**src/rtl/cnt_clk_div_gen_pkg.sv**
```systemverilog
// Shared types and helpers for the divided-clock / tick generator.
// Optional feature macro: CNT_CLK_DIV_GEN_GATE_EN (per-channel gate input).
package cnt_clk_div_pkg;

  // Widest channel counter the helpers below are sized for.
  localparam int CNT_W_MAX = 16;

  // Per-channel operation chosen each cycle, in priority order.
  typedef enum logic [2:0] {
    CH_RESET = 3'd0,
    CH_CLEAR = 3'd1,
    CH_RUN   = 3'd2,
    CH_GATED = 3'd3,
    CH_HOLD  = 3'd4
  } ch_op_e;

  // Width of one channel's divisor select.
  function automatic int sel_width(input int cnt_w);
    return $clog2(cnt_w);
  endfunction

  // Out-of-range selects saturate to the largest legal ratio.
  function automatic logic [15:0] clamp_sel(input logic [15:0] sel, input int cnt_w);
    logic [15:0] res;
    if (int'(sel) >= cnt_w) begin
      res = 16'(cnt_w - 1);
    end else begin
      res = sel;
    end
    return res;
  endfunction

  // Terminal count 2^(s+1)-1, built by shifting ones so the maximum
  // ratio never needs a wider intermediate than the counter itself.
  function automatic logic [15:0] term(input int s, input int cnt_w);
    int sc;
    sc = (s >= cnt_w) ? (cnt_w - 1) : s;
    return 16'hFFFF >> (15 - sc);
  endfunction

endpackage

```
**src/rtl/cnt_clk_div_gen_if.sv**
```systemverilog
// Control/status bundle of the divided-clock generator.
// Optional feature macro: CNT_CLK_DIV_GEN_GATE_EN adds ch_en.
interface cnt_clk_div_gen_if #(
  parameter int NUM_CH = 4,
  parameter int SEL_W  = 3
);
  logic                    en;
  logic                    sync_clr;
  logic [NUM_CH*SEL_W-1:0] div_sel;
  logic [NUM_CH-1:0]       clk_div;
  logic [NUM_CH-1:0]       tick;
  logic [NUM_CH*SEL_W-1:0] sel_act;
`ifdef CNT_CLK_DIV_GEN_GATE_EN
  logic [NUM_CH-1:0]       ch_en;

  modport master (output en, sync_clr, div_sel, ch_en, input clk_div, tick, sel_act);
  modport slave  (input en, sync_clr, div_sel, ch_en, output clk_div, tick, sel_act);
`else
  modport master (output en, sync_clr, div_sel, input clk_div, tick, sel_act);
  modport slave  (input en, sync_clr, div_sel, output clk_div, tick, sel_act);
`endif
endinterface

```
**src/rtl/cnt_clk_div_gen_ch.sv**
```systemverilog
// One divided-clock channel: period counter, applied-select shadow,
// registered 50% level and one-cycle tick. Selects (and the optional
// gate, macro CNT_CLK_DIV_GEN_GATE_EN) only change at period boundaries
// so a period is never shortened.
module cnt_clk_div_ch
  import cnt_clk_div_pkg::*;
#(
  parameter int CNT_W = 8,
  parameter int SEL_W = sel_width(CNT_W)
) (
  input  logic             sys_clk,
  input  logic             sys_rst,
  input  logic             en,
  input  logic             sync_clr,
  input  logic [SEL_W-1:0] div_sel,
`ifdef CNT_CLK_DIV_GEN_GATE_EN
  input  logic             ch_en,
`endif
  output logic             clk_div,
  output logic             tick,
  output logic [SEL_W-1:0] sel_act
);

  logic [CNT_W-1:0] ccnt_r;
  logic [CNT_W-1:0] term_s;
  logic [CNT_W-1:0] half_s;
  logic [CNT_W-1:0] ccnt_nxt_s;
  logic [SEL_W-1:0] sel_new_s;
  logic             at_term_s;
  logic             gate_open_s;
  ch_op_e           op_s;
`ifdef CNT_CLK_DIV_GEN_GATE_EN
  logic             ch_en_act_r;
`endif

  // Next-count, boundary detect and the operation selected by priority.
  always_comb begin
    logic [15:0] sel16;
    logic [15:0] term16;
    sel16      = clamp_sel(16'(div_sel), CNT_W);
    sel_new_s  = sel16[SEL_W-1:0];
    term16     = term(int'(sel_act), CNT_W);
    term_s     = term16[CNT_W-1:0];
    half_s     = CNT_W'(1) << sel_act;
    at_term_s  = (ccnt_r == term_s);
    if (at_term_s) begin
      ccnt_nxt_s = '0;
    end else begin
      ccnt_nxt_s = ccnt_r + CNT_W'(1);
    end
`ifdef CNT_CLK_DIV_GEN_GATE_EN
    gate_open_s = ch_en_act_r;
`else
    gate_open_s = 1'b1;
`endif
    if (sys_rst) begin
      op_s = CH_RESET;
    end else if (sync_clr) begin
      op_s = CH_CLEAR;
    end else if (en && gate_open_s) begin
      op_s = CH_RUN;
    end else if (en) begin
      op_s = CH_GATED;
    end else begin
      op_s = CH_HOLD;
    end
  end

  // Channel state update; outputs come straight from these registers.
  always_ff @(posedge sys_clk) begin
    case (op_s)
      CH_RESET: begin
        ccnt_r  <= '0;
        sel_act <= '0;
        clk_div <= 1'b0;
        tick    <= 1'b0;
`ifdef CNT_CLK_DIV_GEN_GATE_EN
        ch_en_act_r <= 1'b0;
`endif
      end
      CH_CLEAR: begin
        ccnt_r  <= '0;
        sel_act <= sel_new_s;
        clk_div <= 1'b0;
        tick    <= 1'b0;
`ifdef CNT_CLK_DIV_GEN_GATE_EN
        ch_en_act_r <= ch_en;
`endif
      end
      CH_RUN: begin
        ccnt_r  <= ccnt_nxt_s;
        clk_div <= ccnt_nxt_s[sel_act];
        tick    <= (ccnt_nxt_s == half_s);
        if (at_term_s) begin
          sel_act <= sel_new_s;
`ifdef CNT_CLK_DIV_GEN_GATE_EN
          ch_en_act_r <= ch_en;
`endif
        end else begin
          sel_act <= sel_act;
        end
      end
      CH_GATED: begin
        // Parked at count zero: free to pick up a new select and gate.
        ccnt_r  <= '0;
        sel_act <= sel_new_s;
        clk_div <= 1'b0;
        tick    <= 1'b0;
`ifdef CNT_CLK_DIV_GEN_GATE_EN
        ch_en_act_r <= ch_en;
`endif
      end
      CH_HOLD: begin
        tick <= 1'b0;
      end
      default: begin
        ccnt_r  <= '0;
        sel_act <= '0;
        clk_div <= 1'b0;
        tick    <= 1'b0;
`ifdef CNT_CLK_DIV_GEN_GATE_EN
        ch_en_act_r <= 1'b0;
`endif
      end
    endcase
  end

endmodule

```
**src/rtl/cnt_clk_div_gen.sv**
```systemverilog
// Multi-channel power-of-two clock divider and tick generator for the
// timer counter core. Optional macro CNT_CLK_DIV_GEN_GATE_EN adds a
// per-channel boundary-aligned gate (ch_en on the interface).
module cnt_clk_div_gen
  import cnt_clk_div_pkg::*;
#(
  parameter int CNT_W  = 8,
  parameter int NUM_CH = 4,
  parameter int SEL_W  = sel_width(CNT_W)
) (
  input  logic             sys_clk,
  input  logic             sys_rst,
  cnt_clk_div_gen_if.slave bus
);

  logic [NUM_CH-1:0]       clk_div_s;
  logic [NUM_CH-1:0]       tick_s;
  logic [NUM_CH*SEL_W-1:0] sel_act_s;

  for (genvar k = 0; k < NUM_CH; k++) begin : g_ch
    cnt_clk_div_ch #(
      .CNT_W (CNT_W),
      .SEL_W (SEL_W)
    ) u_ch (
      .sys_clk  (sys_clk),
      .sys_rst  (sys_rst),
      .en       (bus.en),
      .sync_clr (bus.sync_clr),
      .div_sel  (bus.div_sel[k*SEL_W +: SEL_W]),
`ifdef CNT_CLK_DIV_GEN_GATE_EN
      .ch_en    (bus.ch_en[k]),
`endif
      .clk_div  (clk_div_s[k]),
      .tick     (tick_s[k]),
      .sel_act  (sel_act_s[k*SEL_W +: SEL_W])
    );
  end

  assign bus.clk_div = clk_div_s;
  assign bus.tick    = tick_s;
  assign bus.sel_act = sel_act_s;

endmodule

```
**src/flat_wrapper.sv**
```systemverilog
// flat-port wrapper written by rule: the top's interface ports become plain ports
module cnt_clk_div_gen_flat import cnt_clk_div_pkg::*;
#(
  parameter int CNT_W  = 8,
  parameter int NUM_CH = 4,
  parameter int SEL_W  = sel_width(CNT_W)
)
  (sys_clk, sys_rst, bus_en, bus_sync_clr, bus_div_sel, bus_clk_div, bus_tick, bus_sel_act);
  cnt_clk_div_gen_if #(.NUM_CH(NUM_CH), .SEL_W(SEL_W)) bus_i ();
  input  logic sys_clk;
  input  logic sys_rst;
  input wire logic [$bits(bus_i.en)-1:0] bus_en;
  input wire logic [$bits(bus_i.sync_clr)-1:0] bus_sync_clr;
  input wire logic [$bits(bus_i.div_sel)-1:0] bus_div_sel;
  output wire logic [$bits(bus_i.clk_div)-1:0] bus_clk_div;
  output wire logic [$bits(bus_i.tick)-1:0] bus_tick;
  output wire logic [$bits(bus_i.sel_act)-1:0] bus_sel_act;
  assign bus_i.en = bus_en;
  assign bus_i.sync_clr = bus_sync_clr;
  assign bus_i.div_sel = bus_div_sel;
  assign bus_clk_div = bus_i.clk_div;
  assign bus_tick = bus_i.tick;
  assign bus_sel_act = bus_i.sel_act;
  cnt_clk_div_gen #(.CNT_W(CNT_W), .NUM_CH(NUM_CH), .SEL_W(SEL_W)) u_core (.sys_clk(sys_clk), .sys_rst(sys_rst), .bus(bus_i));
endmodule
```
**config.mk**
```make
export PLATFORM = sky130hd
export DESIGN_NAME = cnt_clk_div_gen_flat
export DESIGN_NICKNAME = d
export VERILOG_FILES = /design/src/rtl/cnt_clk_div_gen_pkg.sv /design/src/rtl/cnt_clk_div_gen_if.sv /design/src/rtl/cnt_clk_div_gen_ch.sv /design/src/rtl/cnt_clk_div_gen.sv /design/src/flat_wrapper.sv
export SDC_FILE = /design/constraint.sdc
export NUM_CORES = 1
export LEC_CHECK = 0
export ABC_AREA = 1
export CORE_MARGIN = 4
export CORE_UTILIZATION = 50
export DETAILED_ROUTE_END_ITERATION = 12
export PLACE_DENSITY = 0.82
export SLEW_MARGIN = 20
export SYNTH_ARGS = -nofsm -noshare
export SYNTH_HDL_FRONTEND = slang
export SYNTH_HIERARCHICAL = 1
export SYNTH_SLANG_ARGS = --single-unit
```
**constraint.sdc**
```tcl
create_clock -name sys_clk -period 1.75 [get_ports sys_clk]
set_input_delay 0.2625 -clock sys_clk [delete_from_list [all_inputs] [get_ports sys_clk]]
set_output_delay 0.2625 -clock sys_clk [all_outputs]
set_load 0.01 [all_outputs]
```
==> results of run 1 <==
## worst max-delay path, cell delays in order, from the launching register on
cell and delay [ns]:
edfxtp_1 0.55, inv_2 0.15, buf_6 0.11, nand2_4 0.05
nand2_2 0.06, nand3_2 0.09, nor2_4 0.19, nand2_4 0.15
nand2_4 0.10, nand2_1 0.08, a21oi_1 0.19, nor3_2 0.07
## how the worst min path moves through the flow
stage / endpoint / slack (ns) / cells past startpoint
floorplan: u_core/g_ch[0].u_ch/sel_act[0]$_SDFFCE_PN0P_ / 0.47 / 2
global placement: u_core/g_ch[3].u_ch/ccnt_r[0]$_SDFFCE_PN0P_ / 0.69 / 2
detailed placement: u_core/g_ch[3].u_ch/ccnt_r[0]$_SDFFCE_PN0P_ / 0.69 / 2
CTS: u_core/g_ch[0].u_ch/sel_act[1]$_SDFFCE_PN0P_ / 0.58 / 3
global route: u_core/g_ch[3].u_ch/sel_act[2]$_SDFFCE_PN0P_ / 0.59 / 3
finish: u_core/g_ch[0].u_ch/sel_act[0]$_SDFFCE_PN0P_ / 0.59 / 3
## per-layer routing
layer / vias up / GRT usage, % / wire, um
met2: 211 / 46.3 / 7400
met3: 47 / 2.98 / 945
met4: 0 / 9.59 / 405
li1: 2391 / - / -
met1: 2356 / 31.1 / 5520
met5: - / 0 / 0
## through the flow
step / setup TNS (ns) / setup WS (ns) / utilization (%) / hold WS, ns / instance area, sq um
2_1_floorplan: -0.393 / -0.0320 / - / 0.471 / 4520
3_3_place_gp: -0.820 / -0.113 / 67.4 / 0.685 / 5880
3_5_place_dp: -2.33 / -0.160 / 67.4 / 0.688 / 5880
4_1_cts: -0.877 / -0.126 / 72.3 / 0.581 / 6300
5_1_grt: -6.51 / -0.337 / 77.6 / 0.591 / 6770
6_report: -3.76 / -0.281 / 77.6 / 0.590 / 6770
## state kept, by name, summed over array words and instances (netlist names)
name                      count
u_core/g_ch.u_ch/ccnt_r      32
u_core/g_ch.u_ch/clk_div      4
u_core/g_ch.u_ch/sel_act     12
u_core/g_ch.u_ch/tick         4
## power by group
part           internal [uW]  switching [uW]  leakage (uW)  total [uW]
clock network            274             402     0.0000410         676
logic                    674             754       0.00272        1430
registers               1430            67.0      0.000582        1490
## cell type report
cell class                      instances  area [sq um]
Multi-Input combinational cell        482          2860
Timing Repair Buffer                  191          1800
Clock inverter                          1          5.00
Clock buffer                            6          72.6
Sequential cell                        52          1520
Tap cell                              108           135
Fill cell                             559          1950
Inverter                               97           377
## timing repair
action | CTS | global route
pin swaps | 28 | 36
hold endpoints to repair | 0 | 0
setup endpoints to repair | 33 | 51
hold buffers | 0 | 0
cloned | 5 | 1
buffers inserted | 15 | 15
resized for setup | 54 | 108
## cell families (layout without fill, tap and decap cells)
| family | Yosys count | in the layout |
|---|---|---|
| and+or+nand+nor | 434 | 438 |
| buffers and inverters | 112 | 295 |
| DFF | 52 | 52 |
| AOI/OAI and AO/OA | 21 | 21 |
| xor gates and xnor gates | 19 | 19 |
| adders and majority gates | 4 | 4 |
## cells in the final DEF (no fill, tap or decap), drive strengths merged, types with 10 or more instances in the layout
| cell | Yosys | final |
|---|---|---|
| xor2 | 12 | 12 |
| nor2 | 107 | 107 |
| edfxtp | 48 | 48 |
| inv | 91 | 92 |
| clkdlybuf4s50 | 0 | 29 |
| nand2 | 229 | 233 |
| nor3 | 20 | 20 |
| nand3 | 62 | 62 |
| o21ai | 10 | 10 |
| nand3b | 10 | 10 |
| buf | 15 | 155 |
==> metrics.md, run 1 <==
| Metric | Value |
|---|---|
| Net Count, Synth | 662 |
| Relative slew slack | 70.1% |
| Max FO, Critical Path | 7 |
| Pwr Total | 3600 uW |
| Ports | 36 |
| Synth top cells by count | nand2_1 (210), nor2_1 (92), inv_1 (79) |
| Post-Synth XOR/XNOR Area | 3.71% |
| HP Start | bus_div_sel[0] |
| Final Worst Setup Slack | -0.281 ns |
| Core area | 8720 sq um |
| Clock Tree Buf Depth | 2 |
| Final period util | 116% |
| Setup crit end | u_core/g_ch[0].u_ch/clk_div$_DFFE_PP_ |
| CTS tree | built |
| Dpl cells | 896 |
| Proportion of layout cells with a drive suffix above 1 | 39.2% |
| Endpoints failing hold | 0 |
| Fin cells | 937 |
| Global placement routability congestion | roughly 0.98 |
| Setup violations, final | 39 |
| VDD IR max | 354 uV |
| Tot GR Track Use | 25.6% |
| Post-route ant nets | 0 |
| Area delta synth->final | 51.0% |
| R2R Setup Slk | -0.28 ns |
| Mapped Cells | between 600 and 700 |
| Num CTS Buffers | 5 |
| RSZ-0062 raised after global routing | true |
| Pwr per Cell Area | ~530 nW/um^2 |
| Row cnt | 34 |
| Yosys top cell area share | 32.1% |
| Post-synthesis mux area share | 0% |
| Clock Skews | between 0.005 and 0.006 ns |
| Failing checks | setup timing |
| Top_reg_cell synth | edfxtp_1 |
| Root buffer cell | clkbuf_8 |
| Synth top area cells | edfxtp_1 (32%), nand2_1 (18%), nor2_1 (7.7%) |
| Static Leakage | 0.00335 uW |
| Fmax | approximately 490 MHz |
| Ys async rst share | 0% |
| Diodes inserted | 0 |
| Area leader, netlist | edfxtp_1 |
| Clock transition at the registers of the reported paths | 0.09 ns |
| Netlist area before placement | 4490 sq um |
| Starting Density | 51.4% |
| CP required | 1.82 ns |
| Kind of end point of the critical path | flop |
| Via count | 5005 |
| Net count, final | 849 |
| Post-synth EDFFs | 48 |
| Worst-Margin Slew | 0.448 ns |
| PortBufs | 35 |
| Slew Viols, Final | 0 |
| Most frequent cell after synthesis | nand2_1 |
| Post-synthesis adder-cell area fraction | 1.12% |
| Largest family of logic cells by synthesized area | simple AND/OR/NAND/NOR gates |
| Yosys reg bits | 52 |
| Total of max-cap violations | 0 |
| Chip Width | 103 um |
| CTS Sinks | 52 |
| Tmin final | a little over 2 ns |
| Outcome | finished, violations left |
| Antenna violations before repair | 0 |
| Worst skew pair latency | about 0.31 ns |
| Reg-to-reg critical path startpoint | u_core/g_ch[0].u_ch/sel_act[0]$_SDFFCE_PN0P_ |
| Synth cell types | 28 |
| Total gr overflow | 0 |
| Worst Setup Start Kind | flop |
| Crit path DAT | roughly 2.1 ns |
| FF-to-FF path depth | 11 |
| Compound-Gate Fraction of Synth Area | 2.62% |
| Largest net degree at the start of global routing | 15 |
| Average size of a mapped cell | 6.99 sq um |
| Depth of the CTS H-tree | 2 |
| Critical path type | flop to flop |
| Vias/cell | 5.34 |
| Worst setup startpoint | u_core/g_ch[0].u_ch/sel_act[0]$_SDFFCE_PN0P_ |
| WL final | about 14000 um |
| DP HPWL | 9340 um |
| First-pass DRT Iterations | 5 |
| Die height | 103 um |
| Wire per inst | 15.2 um |
| First-pass GRT wire length | about 22000 um |
| Drt drc | 0 |
| Sequential share of the synthesized area | 33.9% |
| HP Class | primary input to flop |
| FF-to-FF End | u_core/g_ch[0].u_ch/clk_div$_DFFE_PP_ |
| Synth warn | 6 |
| Simple-gate share of the synthesized area | between 40% and 50% |
| First DRT Iteration DRCs | 280 |
| Vias in the first global route | roughly 4800 |
| Die footprint | roughly 11000 sq um |
Power figures use the tool's default switching activity.
==> run 2: changes to the inputs <==
Settings changed: CORE_ASPECT_RATIO from default to 0.8, SLEW_MARGIN 20 to 10.
==> run 2 against run 1 <==
  * The flow still finishes with violations (setup timing)
  * Fmax down 8.9%
  * Count of clock-buffer cells in the layout unchanged
  * Combinational power about the same
  * Sequential share of layout area up 0.27 points
  * Via count up 7.2%
  * Critical path type unchanged
==> metrics.md, run 2 (synthesis results as in run 1) <==
| Metric | Value |
|---|---|
| Antenna violations before repair | 0 |
| Worst Setup Start Kind | flop |
| Root buffer cell | clkbuf_8 |
| Static Leakage | 0.00334 uW |
| Chip Width | 114 um |
| Relative slew slack | roughly 60% |
| CP required | 1.84 ns |
| Failing checks | setup timing |
| Reg-to-reg critical path startpoint | u_core/g_ch[0].u_ch/ccnt_r[3]$_SDFFCE_PN0P_ |
| Total gr overflow | 0 |
| FF-to-FF path depth | 9 |
| Pwr Total | 3810 uW |
| Max FO, Critical Path | 5 |
| Die height | 92.7 um |
| CTS tree | built |
| FF-to-FF End | u_core/g_ch[0].u_ch/clk_div$_DFFE_PP_ |
| Endpoints failing hold | 0 |
| Setup crit end | u_core/g_ch[0].u_ch/clk_div$_DFFE_PP_ |
| PortBufs | 35 |
| DP HPWL | between 9000 and 10000 um |
| First DRT Iteration DRCs | between 500 and 600 |
| Tot GR Track Use | 27.8% |
| Final Worst Setup Slack | -0.479 ns |
| Final period util | 127% |
| Critical path type | flop to flop |
| Filler cell count | 514 |
| Setup violations, final | 41 |
| Fmax | ~450 MHz |
| Depth of the CTS H-tree | 2 |
| Hold Buf Count CTS | 0 |
| Commonest non-fill, non-tap cell in the layout | nand2_1 |
| RSZ-0062 raised after global routing | true |
| Ports | 36 |
| Starting Density | between 50 and 60% |
| Worst setup startpoint | u_core/g_ch[0].u_ch/ccnt_r[3]$_SDFFCE_PN0P_ |
| Global placement routability congestion | 0.977 |
| Wire per inst | 17.4 um |
| Vias/cell | 5.69 |
| WL final | 16400 um |
| Largest reg by FF count | u_core/g_ch.u_ch/ccnt_r |
| Worst-Margin Slew | 0.615 ns |
| Num CTS Buffers | 5 |
| Largest net degree at the start of global routing | 17 |
| Largest regs | u_core/g_ch.u_ch/ccnt_r x32, u_core/g_ch.u_ch/sel_act x12 |
| Outcome | finished, violations left |
| Clock Skews | around 0.0087 ns |
| VDD IR max | around 500 uV |
| Clock Tree Buf Depth | 2 |
| Tmin final | 2.23 ns |
| Dpl cells | 899 |
| Slew Viols, Final | 0 |
| First-pass DRT Iterations | 5 |
| Fin cells | about 940 |
| Commonest non-fill, non-tap cells in the layout | nand2_1 (178), buf_4 (124), nor2_1 (80) |
| First-pass GRT wire length | 23800 um |
| Net count, final | 849 |
| Hold path cells | 3 |
| HP Class | primary input to flop |
| Kind of end point of the critical path | flop |
| Row cnt | 30 |
| Die footprint | 10600 sq um |
| Vias in the first global route | 5106 |
| Core area | between 8000 and 9000 sq um |
| Area delta synth->final | 49.2% |
| Clock transition at the registers of the reported paths | about 0.11 ns |
| Via count | 5363 |
| Proportion of layout cells with a drive suffix above 1 | 37.7% |
| Total of max-cap violations | 0 |
| Post-route ant nets | 0 |
| CTS Sinks | between 50 and 60 |
| Worst skew pair latency | 0.32 ns |
| R2R Setup Slk | -0.48 ns |
| Diodes inserted | 0 |
| Drt drc | 0 |
| Crit path DAT | between 2 and 2.5 ns |
| Pwr per Cell Area | 570 nW/um^2 |
| Largest register FFs | 32 |
[run 2: cell count changes in the layout (fill, tap and decap cells not counted), sizes merged]
| cell | before | now |
|---|---|---|
| dlygate4sd2 | 3 | 2 |
| inv | 92 | 93 |
| buf | 155 | 157 |
| clkbuf | 7 | 6 |
| bufinv | 0 | 1 |
| clkinv | 6 | 5 |
[run 2: routing by layer]
layer / vias to the layer above / routed length (um) / global-route usage (%)
met3: 140 / 1590 / 4.51
li1: 2401 / - / -
met2: 392 / 7700 / 48.0
met1: 2430 / 5870 / 33.6
met4: 0 / 1270 / 13.4
met5: - / 0 / 0
[run 2: repair_timing]
action                                  4_1_cts  5_1_grt
pin swaps                                    19       21
endpoints found under the setup margin       36       51
resized for setup                            57       71
gates cloned                                  5        0
setup buffers                                19       14
[run 2: power by group]
group | switching (uW) | internal, uW
sequential | 73.8 | 1430
clock | 470 | 434
combinational | 768 | 640
[run 2: cell type report]
| class | instances | area, sq um | share of cell area [%] |
|---|---|---|---|
| Timing Repair Buffer | 191 | 1710 | 25.5 |
| Clock inverter | 2 | 38.8 | 0.580 |
| Inverter | 97 | 372 | 5.55 |
| Clock buffer | 6 | 72.6 | 1.08 |
| Multi-Input combinational cell | 482 | 2840 | 42.4 |
| Sequential cell | 52 | 1520 | 22.7 |
| Tap cell | 112 | 140 | 2.09 |
[run 2: metrics by stage]
step	area (sq um)	setup TNS, ns	setup WS (ns)	hold WS, ns	util (%)
after global routing	6690	-9.37	-0.509	0.578	77.8
after CTS	6340	-2.03	-0.147	0.563	73.8
after floorplan	4520	-0.393	-0.0320	0.471	-
final	6690	-6.09	-0.479	0.570	77.8
after detailed placement	5860	-3.10	-0.219	0.697	68.2
after global placement	5860	-1.28	-0.140	0.683	68.2
[run 2: worst min path at each step]
stage | end | startpoint | slack (ns)
final | u_core/g_ch[2].u_ch/sel_act[0]$_SDFFCE_PN0P_ | bus_div_sel[6] | 0.57
after CTS | u_core/g_ch[2].u_ch/sel_act[0]$_SDFFCE_PN0P_ | bus_div_sel[6] | 0.56
after global placement | u_core/g_ch[3].u_ch/ccnt_r[0]$_SDFFCE_PN0P_ | u_core/g_ch[3].u_ch/ccnt_r[0]$_SDFFCE_PN0P_ | 0.68
after global routing | u_core/g_ch[1].u_ch/sel_act[2]$_SDFFCE_PN0P_ | bus_div_sel[5] | 0.58
after floorplan | u_core/g_ch[0].u_ch/sel_act[0]$_SDFFCE_PN0P_ | bus_div_sel[0] | 0.47
after detailed placement | u_core/g_ch[3].u_ch/ccnt_r[0]$_SDFFCE_PN0P_ | u_core/g_ch[3].u_ch/ccnt_r[0]$_SDFFCE_PN0P_ | 0.70
[run 2: critical path: stages, from the launching register on]
cell and delay (ns):
edfxtp_1 0.48, nand2_1 0.18, nor3_1 0.52, nand3_1 0.19, nand2_1 0.12, inv_1 0.09
nand2_4 0.11, nand2_1 0.08, a21oi_2 0.16, nor3_2 0.06
